$ cat config.mk
export PLATFORM = sky130hd
export DESIGN_NAME = inst_fetch
export DESIGN_NICKNAME = d
export VERILOG_FILES = /design/src/rtl/inst_fetch.sv
export SDC_FILE = /design/constraint.sdc
export NUM_CORES = 1
export LEC_CHECK = 0
export ABC_AREA = 0
export BUFFER_PORTS_ARGS = -buffer_cell sky130_fd_sc_hd__buf_2
export CORE_MARGIN = 4
export CORE_UTILIZATION = 40
export CTS_BUF_LIST = sky130_fd_sc_hd__clkbuf_8
export DETAILED_ROUTE_END_ITERATION = 8
export GPL_TIMING_DRIVEN = 0
export PLACE_DENSITY = 0.66
export SLEW_MARGIN = 25
export SYNTH_ARGS = -nofsm -noshare
export SYNTH_HDL_FRONTEND = slang
export SYNTH_SLANG_ARGS = --single-unit
$ cat constraint.sdc
create_clock -name clk -period 8.6 [get_ports clk]
set_input_delay 0.86 -clock clk [delete_from_list [all_inputs] [get_ports clk]]
set_output_delay 0.86 -clock clk [all_outputs]
set_load 0.01 [all_outputs]
$ cat src/rtl/inst_fetch.sv
// Instruction fetch stage: owns the PC, fetches over a req/gnt + rvalid handshake
// and holds one instruction for the Controller until the datapath retires it.
module inst_fetch #(
  parameter logic [31:0] RESET_PC = 32'h0000_0000,
  parameter logic [31:0] NOP_INST = 32'h0000_0013
) (
  input  logic        clk,
  input  logic        rst_n,
  input  logic        PCSrc,
  input  logic [31:0] ImmExt,
  input  logic        advance,
  output logic        imem_req,
  output logic [31:0] imem_addr,
  input  logic        imem_gnt,
  input  logic        imem_rvalid,
  input  logic [31:0] imem_rdata,
  output logic [31:0] inst,
  output logic [31:0] pc,
  output logic [31:0] pc_plus4,
  output logic        inst_valid,
  output logic        misalign_err
);

  typedef enum logic [2:0] {
    S_IDLE,
    S_REQ,
    S_WAIT,
    S_VALID,
    S_ERROR
  } state_t;

  state_t      state;
  state_t      state_next;
  logic [31:0] pc_q;
  logic [31:0] inst_q;
  logic [31:0] next_pc;
  logic        retire;
  logic        target_misaligned;

  // Both adds wrap modulo 2^32; the carry out is intentionally dropped.
  assign pc_plus4          = pc_q + 32'd4;
  assign next_pc           = PCSrc ? (pc_q + ImmExt) : pc_plus4;
  assign target_misaligned = |next_pc[1:0];
  assign retire            = (state == S_VALID) && advance;

  // State register: reset is asynchronous so imem_req drops immediately.
  always_ff @(posedge clk or negedge rst_n) begin
    // NOTE: sequential state uses non-blocking assignments so every register
    // samples pre-edge values regardless of statement order.
    if (!rst_n) state <= S_IDLE;
    else        state <= state_next;
  end

  // Next-state logic.
  always_comb begin
    // NOTE: a default assignment first keeps every path driven, so no latch is inferred.
    state_next = state;
    unique case (state)
      S_IDLE:  state_next = S_REQ;
      S_REQ:   if (imem_gnt) state_next = S_WAIT;
      S_WAIT:  if (imem_rvalid) state_next = S_VALID;
      S_VALID: if (advance) state_next = target_misaligned ? S_ERROR : S_REQ;
      S_ERROR: state_next = S_ERROR;
      default: state_next = S_IDLE;
    endcase
  end

  // Outputs decoded from the current state only.
  always_comb begin
    imem_req     = 1'b0;
    inst_valid   = 1'b0;
    misalign_err = 1'b0;
    unique case (state)
      S_REQ:   imem_req     = 1'b1;
      S_VALID: inst_valid   = 1'b1;
      S_ERROR: misalign_err = 1'b1;
      default: ;
    endcase
  end

  // PC and instruction holding register. PCSrc/ImmExt only matter on a retire.
  always_ff @(posedge clk or negedge rst_n) begin
    if (!rst_n) begin
      pc_q   <= RESET_PC;
      inst_q <= NOP_INST;
    end else if (retire) begin
      if (!target_misaligned) begin
        pc_q   <= next_pc;
        inst_q <= NOP_INST;
      end
    end else if ((state == S_WAIT) && imem_rvalid) begin
      inst_q <= imem_rdata;
    end
  end

  assign pc        = pc_q;
  assign imem_addr = pc_q;
  // inst_q still holds the last word in ERROR, so gate it explicitly.
  assign inst      = inst_valid ? inst_q : NOP_INST;

endmodule

==> reports/qor.csv, run 1 <==
stage;metric;value;unit
run_status;status;completed;
critical_path;Startpoint Class;flip-flop;
detailed_routing;ANT nets after route;0;
clock_tree;CTS tree;done;
critical_path;Worst setup EP type;output port;
layout;fillers;1396;
global_routing;grt ovf;0;
die;Starting Density;41.0;%
placement;worst slack at placement;4.86;ns
die;die area;0.0162;mm²
logic_synthesis;top cell type's share of synthesized area;28.1;%
layout;nets@finish;1046;
critical_path;slowest stage delay, CP;0.54;ns
timing;Setup TNS;0;ns
clock_tree;CTS Buf Count;9;
logic_synthesis;post-synth top area cell;dfrtp_1;
global_routing;largest net degree at the start of global routing;36;
global_routing;total track usage;21.5;%
pwr;Leak;3.56;nW
clock_tree;post-CTS sizing;0;
critical_path;Crit. path cell count;9;
placement;GP Congestion;0.882;
logic_synthesis;Post-synth EDFFs;0;
detailed_routing;drt drc;0;
pwr;pwr/cell area;257;mW/mm²
clock_tree;hold_buf cts;0;
layout;Ant. Diodes;0;
die;Top Ports;201;
pwr;total power;0.00184;W
layout;Multi-input gate area;0.00356;mm²
critical_path;R2R depth;11;
global_routing;number of global-route vias before repair;5449;
die;die height;127;µm
detailed_routing;Initial DRT Pass Iterations;5;
layout;fin util;51.4;%
clock_tree;H-tree depth;3;
run;MaxCap Viol Count;0;
timing;final setup vio count;0;
logic_synthesis;Cell variety after synth;67;
logic_synthesis;Post-Synthesis Cells;731;
critical_path;Buffers & Inverters on Critical Path;2;
detailed_routing;Total Routed Length;17800;µm
logic_synthesis;largest cells by area after synthesis;dfrtp_1 28%, nand2_1 7.7%, ha_1 7.0%, a21oi_1 6.8%, xnor2_1 6.0%;
global_routing;met1 usage;28.0;%
clock_tree;clk root buf;clkbuf_8;
critical_path;CP dominant cell by count;nor3_4;
clock_tree;clk_lat worst skew;0.36;ns
critical_path;Worst Path Arrival;2.98;ns
layout;fin cells;1128;
die;width of the die;127;µm
logic_synthesis;prevailing post-synth register cell;dfrtp_1;
placement;Detailed Place HPWL;14000;µm
logic_synthesis;synth warn;0;
timing;worst-margin pin slew;0.931;ns
pwr;Peak VDD IR;0.112;mV
detailed_routing;vias per cell;5.23;
timing;fin crit share;44.6;%
critical_path;slowest CP cell;dfrtp_1;
timing;Final Hold Fails;0;
placement;# port buffers;200;
logic_synthesis;Post-Syn Area;0.00571;mm²
timing;final worst slack;4.76;ns
detailed_routing;wire per inst;15.8;µm
critical_path;Worst Path Required;7.74;ns
clock_tree;Clk pin slew, worst setup/hold paths;0.08;ns
logic_synthesis;Seq/Total Area, Yosys;29.4;%
global_routing;first-pass GRT wire length;28100;µm
timing;clk_skew;0.00960;ns
die;num rows;43;
timing;Relative slew margins;37.7;%
global_routing;Most Used Layer, Global Route;met2;
detailed_routing;via count;5904;
logic_synthesis;Yosys reg bits;67;
placement;post-placement cell count;1112;
critical_path;crit-path leading delay family;simple AND/OR/NAND/NOR gates;
clock_tree;post-CTS setup buffer count;0;
global_routing;met2 Use GR;37.1;%
timing;Final Max Tran Viols;0;
critical_path;Setup CP Type;flip-flop to output port;
clock_tree;CTS sink count;67;
logic_synthesis;ys async rst share;100;%
layout;share of cells above drive strength 1;30.9;%
global_routing;initial antenna violation count;0;
timing;unrepaired setup endpoints after global routing;false;
die;Core ar.;0.0139;mm²
timing;crit path time final;3.84;ns
critical_path;Crit Path Max Fanout;8;
timing;fmax;260;MHz
layout;synth-to-layout area growth;25.5;%
critical_path;CP Cell Sequence;ha_1 > nand3_1 > nor3_4 > nand2_2 > or3_1 > buf_6 > nor3_4 > xor2_1 > buf_2;
detailed_routing;Iter 0 DRT Violations;356;
global_routing;grt met3 use;4.56;%
layout;Seq. cell area;0.00168;mm²
logic_synthesis;Post-Syn Nets;834;
worst_hold_path;hold crit path type;primary input to asynchronous set/reset pin;
clock_tree;maximum clock path buffer count;2;
logic_synthesis;Mean Syn Cell Area;7.81;µm²
==> sequential cells by signal, summed over array words and instances, names as in the netlist <==
signal and flops:
imem_addr 32, inst_q 32, state 3
==> logic make-up after synthesis <==
| group | after synthesis | share of synthesized area [%] |
|---|---|---|
| flops | 67 | 29.4 |
| simple gates | 288 | 25.1 |
| mux | 6 | 1.10 |
| fa+ha+maj | 33 | 7.37 |
| buf+inv | 82 | 8.22 |
| xor+xnor | 54 | 8.29 |
| compound gates | 201 | 20.5 |
==> cell usage in the layout, fill, tap and decap left out, types with 4 or more instances in the layout <==
| master | instances |
|---|---|
| nor2_1 | 43 |
| o21ai_0 | 65 |
| xor2_1 | 15 |
| inv_1 | 10 |
| xnor2_1 | 39 |
| dfrtp_1 | 64 |
| nor3b_1 | 4 |
| o22ai_1 | 7 |
| a21o_1 | 13 |
| nand2_1 | 117 |
| buf_2 | 207 |
| mux2i_1 | 4 |
| nand3_1 | 19 |
| clkbuf_1 | 20 |
| nor3_1 | 22 |
| nand4_1 | 8 |
| o21ai_1 | 4 |
| buf_4 | 36 |
| or3_1 | 6 |
| a21oi_1 | 77 |
| clkbuf_8 | 9 |
| ha_1 | 32 |
| clkbuf_2 | 4 |
| a31oi_1 | 5 |
| inv_6 | 4 |
| and3_1 | 7 |
| and2_1 | 34 |
==> cells in the mapped netlist (4+ instances only) <==
library cell	number
nand2_1	117
a21oi_1	77
o21ai_0	65
dfrtp_1	64
nor2_1	43
xnor2_1	39
buf_4	35
and2_1	34
ha_1	32
nor3_1	22
clkbuf_1	20
nand3_1	19
xor2_1	15
a21o_1	13
inv_1	10
buf_2	8
nand4_1	8
and3_1	7
o22ai_1	7
or3_1	6
a31oi_1	5
clkbuf_2	4
mux2i_1	4
nor3b_1	4
o21ai_1	4
==> per-layer routing <==
layer | vias up | part of all wire [%] | wire length (µm)
li1 | 2944 | - | -
met1 | 2721 | 43 | 7720
met2 | 224 | 48 | 8520
met3 | 15 | 8.0 | 1420
met4 | 0 | 0.90 | 161
met5 | - | 0 | 0
==> final timing paths <==
| kind | startpoint | slack, ns | to |
|---|---|---|---|
| max | imem_addr[2] | 4.76 | pc_plus4[18] |
| min | rst_n | 0.46 | imem_addr[15] |
| max reg2reg | imem_addr[0] | 5.25 | imem_addr[28] |
| min reg2reg | inst_q[10] | 0.47 | inst_q[10] |
| max in group asynchronous | rst_n | 7.53 | inst_q[1] |
| min in group clk | inst_q[10] | 0.47 | inst_q[10] |
==> metrics by stage <==
step                hold WS [ns]  area, µm²
floorplan                  0.442       5710
global placement           0.453       6930
detailed placement         0.462       6960
CTS                        0.461       7160
global route               0.475       7160
finish                     0.456       7160
==> cell type report <==
class,instances,area share [%]
Buffer,72,6.03
Clock buffer,9,1.73
Clock inverter,7,1.14
Inverter,10,0.524
Multi-Input combinational cell,582,49.7
Sequential cell,67,23.5
Tap cell,180,3.14
Timing Repair Buffer,201,14.3
==> power by group <==
part	switching [W]	leakage [nW]	total (W)	internal [W]
sequential	0.000115	0.800	0.000543	0.000428
clock	0.000144	0.101	0.000283	0.000139
combinational	0.000578	2.66	0.00102	0.000438
total	0.000838	3.56	0.00184	0.00100
==> worst register-to-register path: stages (launching register included) <==
cell and delay, ns:
dfrtp_1 0.48, ha_1 0.25, fa_1 0.41, a21o_1 0.21
a21oi_2 0.20, o21ai_2 0.14, a311oi_1 0.58, o2111a_1 0.34
nor3_1 0.08, nor2_1 0.19, xor2_1 0.23, a21oi_1 0.09
No activity file was read; power rests on OpenSTA's default activity.
==> inputs of run 2 (changes only) <==
Settings changed: PLACE_DENSITY 0.66 to 0.69.
Clock period 8.6 ns to 3.3 ns, I/O delays scaled along.
==> reports/qor.csv, run 2 (same netlist as run 1, synthesis figures left out) <==
stage;metric;value;unit;change
global_routing;grt ovf;0;;unchanged
timing;fmax;319;MHz;
worst_hold_path;hold crit path type;primary input to flip-flop;;
critical_path;Crit Path Max Fanout;5;;-3
detailed_routing;Initial DRT Pass Iterations;5;;unchanged
layout;commonest non-fill, non-tap cell in the layout;buf_2;;
critical_path;crit path from;imem_addr[0];;
global_routing;number of global-route vias before repair;5497;;+0.88%
pwr;pwr/cell area;668;mW/mm²;+160%
die;Starting Density;41.0;%;unchanged
detailed_routing;drt drc;0;;unchanged
clock_tree;clk_lat worst skew;0.35;ns;about the same
critical_path;Worst Path Required;3.49;ns;-4.25 ns
detailed_routing;ANT nets after route;0;;unchanged
layout;Ant. Diodes;0;;unchanged
clock_tree;CTS sink count;67;;unchanged
pwr;Leak;3.58;nW;+0.55%
timing;Setup TNS;0;ns;unchanged
critical_path;slowest stage delay, CP;0.45;ns;-0.09 ns
detailed_routing;Total Routed Length;17800;µm;-0.37%
global_routing;initial antenna violation count;0;;unchanged
timing;Final Hold Fails;0;;unchanged
die;width of the die;127;µm;unchanged
placement;GP Congestion;0.900;;+2.1%
global_routing;largest net degree at the start of global routing;36;;unchanged
critical_path;crit-path leading delay family;compound AO/OA/AOI/OAI gates;;
critical_path;slowest CP cell;dfrtp_2;;
global_routing;total track usage;21.5;%;about the same
placement;Detailed Place HPWL;13900;µm;-0.96%
global_routing;first-pass GRT wire length;28100;µm;-0.12%
critical_path;Buffers & Inverters on Critical Path;0;;-2
critical_path;Worst Path Arrival;3.33;ns;+0.35 ns
die;die area;0.0162;mm²;unchanged
timing;Final Max Tran Viols;0;;unchanged
clock_tree;CTS Buf Count;9;;unchanged
layout;synth-to-layout area growth;26.4;%;
run_status;status;completed;;
clock_tree;CTS tree;done;;
die;Core ar.;0.0139;mm²;unchanged
placement;# port buffers;200;;unchanged
clock_tree;maximum clock path buffer count;2;;unchanged
timing;fin crit share;94.9;%;
timing;final setup vio count;0;;unchanged
layout;share of cells above drive strength 1;31.6;%;+0.71 points
detailed_routing;wire per inst;15.7;µm;-0.72%
timing;clk_skew;0.0135;ns;+0.00385 ns
worst_hold_path;hold_sp;imem_rdata[11];;
die;die height;127;µm;unchanged
pwr;Peak VDD IR;0.265;mV;+140%
timing;final hold slack;0.208;ns;-0.248 ns
critical_path;Startpoint Class;flip-flop;;
critical_path;Worst setup EP type;flip-flop;;
detailed_routing;vias per cell;5.20;;-0.67%
critical_path;Setup CP Type;flip-flop to flip-flop;;
detailed_routing;Iter 0 DRT Violations;383;;+7.6%
layout;Multi-input gate area;0.00357;mm²;+0.32%
critical_path;CP Cell Sequence;ha_1 > fa_1 > a21o_1 > a21oi_2 > o21ai_2 > a311o_2 > a21o_1 > a21o_2 > a21oi_1 > xor2_1 > a21oi_1;;
timing;crit path time final;3.13;ns;
clock_tree;clk root buf;clkbuf_8;;
layout;fillers;1400;;+0.29%
clock_tree;Clk pin slew, worst setup/hold paths;0.09;ns;about the same
layout;most frequent cells in the layout;207 x buf_2, 117 x nand2_1, 77 x a21oi_1;;
die;num rows;43;;unchanged
layout;nets@finish;1050;;+0.38%
run;MaxCap Viol Count;0;;unchanged
clock_tree;H-tree depth;3;;unchanged
timing;Relative slew margins;35.6;%;-2.1 points
die;Top Ports;201;;unchanged
layout;Seq. cell area;0.00168;mm²;+0.22%
detailed_routing;via count;5885;;-0.32%
timing;unrepaired setup endpoints after global routing;false;;
critical_path;reg2reg start;imem_addr[0];;
timing;worst-margin pin slew;0.962;ns;+0.0316 ns
## run 2: final timing paths
path	slack, ns	endpoint	cells past startpoint
max in group asynchronous	2.18	inst_q[0]	3
worst min-delay path	0.21	inst_q[11]	3
worst min register to register	0.48	inst_q[30]	2
worst max register to register	0.17	imem_addr[20]	11
worst max-delay path	0.17	imem_addr[20]	11
min in group asynchronous	0.50	imem_addr[8]	2
## run 2: final cells by class
cell class                      instances  share of cell area [%]
Inverter                               10                   0.520
Sequential cell                        67                    23.3
Clock inverter                          6                    1.01
Clock buffer                           10                    1.91
Buffer                                 72                    5.98
Tap cell                              180                    3.12
Multi-Input combinational cell        582                    49.5
Timing Repair Buffer                  205                    14.6
## run 2: metrics by stage
stage / util, % / setup slack (ns) / instances / power (W) / cell area (µm²)
final: 51.8 / 0.167 / 1132 / 0.00482 / 7210
after global routing: 51.8 / 0.00215 / 1132 / 0.00523 / 7210
after CTS: 51.5 / 0.0335 / 1129 / 0.00483 / 7180
after detailed placement: 49.9 / 0.0561 / 1112 / 0.00408 / 6960
after global placement: 49.8 / 0.0523 / 1111 / 0.00403 / 6930
after floorplan: - / 0.448 / 731 / 0.00317 / 5710
## run 2: layer usage
layer / track usage [%] / vias to the layer above / part of all wire (%)
li1: - / 2951 / -
met2: 36.4 / 210 / 47
met3: 4.43 / 23 / 7.2
met4: 4.86 / 0 / 1.4
met5: 0 / - / 0
met1: 28.2 / 2701 / 44
## run 2: power breakdown
part           internal (W)  switching, W
clock network      0.000376      0.000366
logic               0.00115       0.00151
registers           0.00112      0.000301
## run 2: tightest hold or removal path: stages
cell and delay, ns:
buf_2 0.10, nand2_1 0.04, o21ai_0 0.06
## run 2: repair_timing
action / CTS / global route
setup endpoints to repair: 1 / 6
hold buffers: 1 / 0
setup buffers: 0 / 3
resized for setup: 1 / 4
endpoints found under the hold margin: 31 / 0
gates cloned: 0 / 0
pin swaps: 0 / 1
==> inputs of run 3 (changes only) <==
Settings changed: CELL_PAD_IN_SITES_DETAIL_PLACEMENT set to 1, CELL_PAD_IN_SITES_GLOBAL_PLACEMENT set to 1, CORE_UTILIZATION 40 to 34, PLACE_DENSITY 0.69 to not set, PLACE_DENSITY_LB_ADDON set to 0.1.
==> reports/qor.csv, run 3 (same netlist as run 1, synthesis figures left out) <==
stage;metric;value;unit;change
pwr;Clk pwr share;14.6;%;-0.8 points
global_routing;total track usage;21.0;%;-0.49 points
clock_tree;clk_lat worst skew;0.35;ns;about the same
timing;fin crit share;96.0;%;+1.1 points
pwr;Sw Pwr;0.00228;W;+4.5%
placement;post-placement cell count;1152;;+3.6%
clock_tree;Clk pin slew, worst setup/hold paths;0.09;ns;about the same
clock_tree;maximum clock path buffer count;2;;unchanged
global_routing;first-pass GRT wire length;31300;µm;+12%
timing;Relative slew margins;32.7;%;-2.9 points
clock_tree;clk root buf;clkbuf_8;;
pwr;Leak;3.58;nW;about the same
timing;Final Hold Fails;0;;unchanged
timing;final hold slack;0.209;ns;+0.00148 ns
die;Top Ports;201;;unchanged
run;MaxCap Viol Count;0;;unchanged
detailed_routing;drt drc;0;;unchanged
clock_tree;CTS Buf Count;9;;unchanged
placement;GP Congestion;0.778;;-14%
placement;# port buffers;200;;unchanged
pwr;pwr/cell area;675;mW/mm²;+0.92%
timing;clk_skew;0.00796;ns;-0.00549 ns
critical_path;Worst Path Required;3.48;ns;about the same
critical_path;Worst setup EP type;flip-flop;;
global_routing;number of global-route vias before repair;5809;;+5.7%
clock_tree;CTS tree;done;;
global_routing;largest net degree at the start of global routing;42;;+17%
detailed_routing;ANT nets after route;0;;unchanged
pwr;Gate power share;56.3;%;+1.1 points
global_routing;grt ovf;0;;unchanged
clock_tree;CTS sink count;67;;unchanged
layout;synth-to-layout area growth;28.0;%;
detailed_routing;Initial DRT Pass Iterations;4;;-1
die;width of the die;138;µm;+7.9%
critical_path;Worst Path Arrival;3.35;ns;+0.02 ns
timing;unrepaired setup endpoints after global routing;false;;
layout;share of cells above drive strength 1;32.1;%;+0.53 points
layout;nets@finish;1050;;unchanged
global_routing;met2 Use GR;33.9;%;-2.5 points
die;die area;0.0189;mm²;+17%
global_routing;grt met3 use;2.89;%;-1.5 points
die;die height;138;µm;+7.9%
timing;worst-margin pin slew;1.01;ns;+0.0434 ns
timing;fmax;316;MHz;-1.1%
detailed_routing;Total Routed Length;20300;µm;+14%
critical_path;Setup CP Type;flip-flop to flip-flop;;
timing;crit path time final;3.17;ns;+0.0355 ns
detailed_routing;vias per cell;5.04;;-3.1%
detailed_routing;via count;5912;;+0.46%
critical_path;Startpoint Class;flip-flop;;
worst_hold_path;hold crit path type;primary input to flip-flop;;
pwr;Peak VDD IR;0.216;mV;-19%
layout;commonest non-fill, non-tap cell in the layout;buf_2;;
global_routing;met1 usage;29.4;%;+1.2 points
timing;final setup vio count;0;;unchanged
layout;fin cells;1174;;+3.7%
die;num rows;47;;+9.3%
layout;most frequent cells in the layout;207 x buf_2, 116 x nand2_1, 76 x a21oi_1;;
clock_tree;H-tree depth;3;;unchanged
critical_path;Crit Path Max Fanout;6;;+1
pwr;Seq pwr share;29.0;%;-0.4 points
global_routing;Most Used Layer, Global Route;met2;;
detailed_routing;Iter 0 DRT Violations;278;;-27%
run_status;status;completed;;
placement;Detailed Place HPWL;16100;µm;+16%
global_routing;initial antenna violation count;1;;+1
die;Starting Density;34.5;%;-6.4 points
detailed_routing;wire per inst;17.3;µm;+10%
pwr;switching share of power;46.2;%;+1.0 points
timing;Final Max Tran Viols;0;;unchanged
die;Core ar.;0.0165;mm²;+19%
pwr;Int Power;0.00265;W;+0.33%
run 3: power by group through the flow:
stage	clock network [W]	logic (W)	registers (W)
final	0.000721	0.00278	0.00143
after floorplan	0	0.00178	0.00139
after detailed placement	0	0.00273	0.00144
after global placement	0	0.00269	0.00143
after CTS	0.000743	0.00275	0.00143
after global routing	0.000784	0.00311	0.00148
run 3: critical path, cell delays in order, from the launching register on:
cell,delay [ns]
dfrtp_2,0.46
ha_1,0.23
fa_2,0.37
a21o_1,0.23
a21oi_4,0.20
o21ai_4,0.12
a311o_2,0.46
a21o_1,0.20
a21o_2,0.25
a21oi_1,0.18
xor2_1,0.20
a21oi_1,0.09
run 3: per-stage QoR:
step / util [%] / TNS [ns] / power (W) / cell area (µm²) / worst slack, ns
global placement: 42.3 / -0.155 / 0.00412 / 6980 / -0.119
detailed placement: 42.4 / -0.171 / 0.00417 / 7010 / -0.0892
CTS: 43.8 / 0 / 0.00492 / 7230 / 0.0325
finish: 44.2 / 0 / 0.00493 / 7310 / 0.131
global route: 44.2 / 0 / 0.00537 / 7300 / 0.0220
floorplan: - / 0 / 0.00317 / 5710 / 0.448
run 3: final timing paths:
check	start	end	slack, ns	cells past startpoint
worst max-delay path	imem_addr[0]	imem_addr[20]	0.13	11
worst min-delay path	imem_rdata[13]	inst_q[13]	0.21	3
min in group asynchronous	rst_n	imem_addr[5]	0.44	2
worst max register to register	imem_addr[0]	imem_addr[20]	0.13	11
worst min register to register	inst_q[25]	inst_q[25]	0.47	2
max in group asynchronous	rst_n	inst_q[1]	2.25	3
run 3: routing by layer:
layer	up-vias	wire length (µm)	part of all wire, %
met5	-	0	0
met4	0	287	1.4
met3	19	1110	5.5
met2	150	9350	46
met1	2800	9560	47
li1	2943	-	-
run 3: final cells by class:
type | instances | area, µm²
diodes | 2 | 5.00
plain buffers | 72 | 432
clock buffers | 9 | 124
clock inverters | 7 | 77.6
fillers | 2130 | 9220
inverters | 10 | 37.5
multi-input cells | 582 | 3610
flip-flops and latches | 67 | 1690
well taps | 220 | 275
repair buffers | 205 | 1060
run 3: timing repair:
| item | 4_1_cts | 5_1_grt |
|---|---|---|
| hold buffers | 1 | 0 |
| pin swaps | 0 | 2 |
| endpoints found under the hold margin | 26 | 0 |
| endpoints found under the setup margin | 3 | 13 |
| buffers inserted | 0 | 3 |
| resized for setup | 2 | 12 |
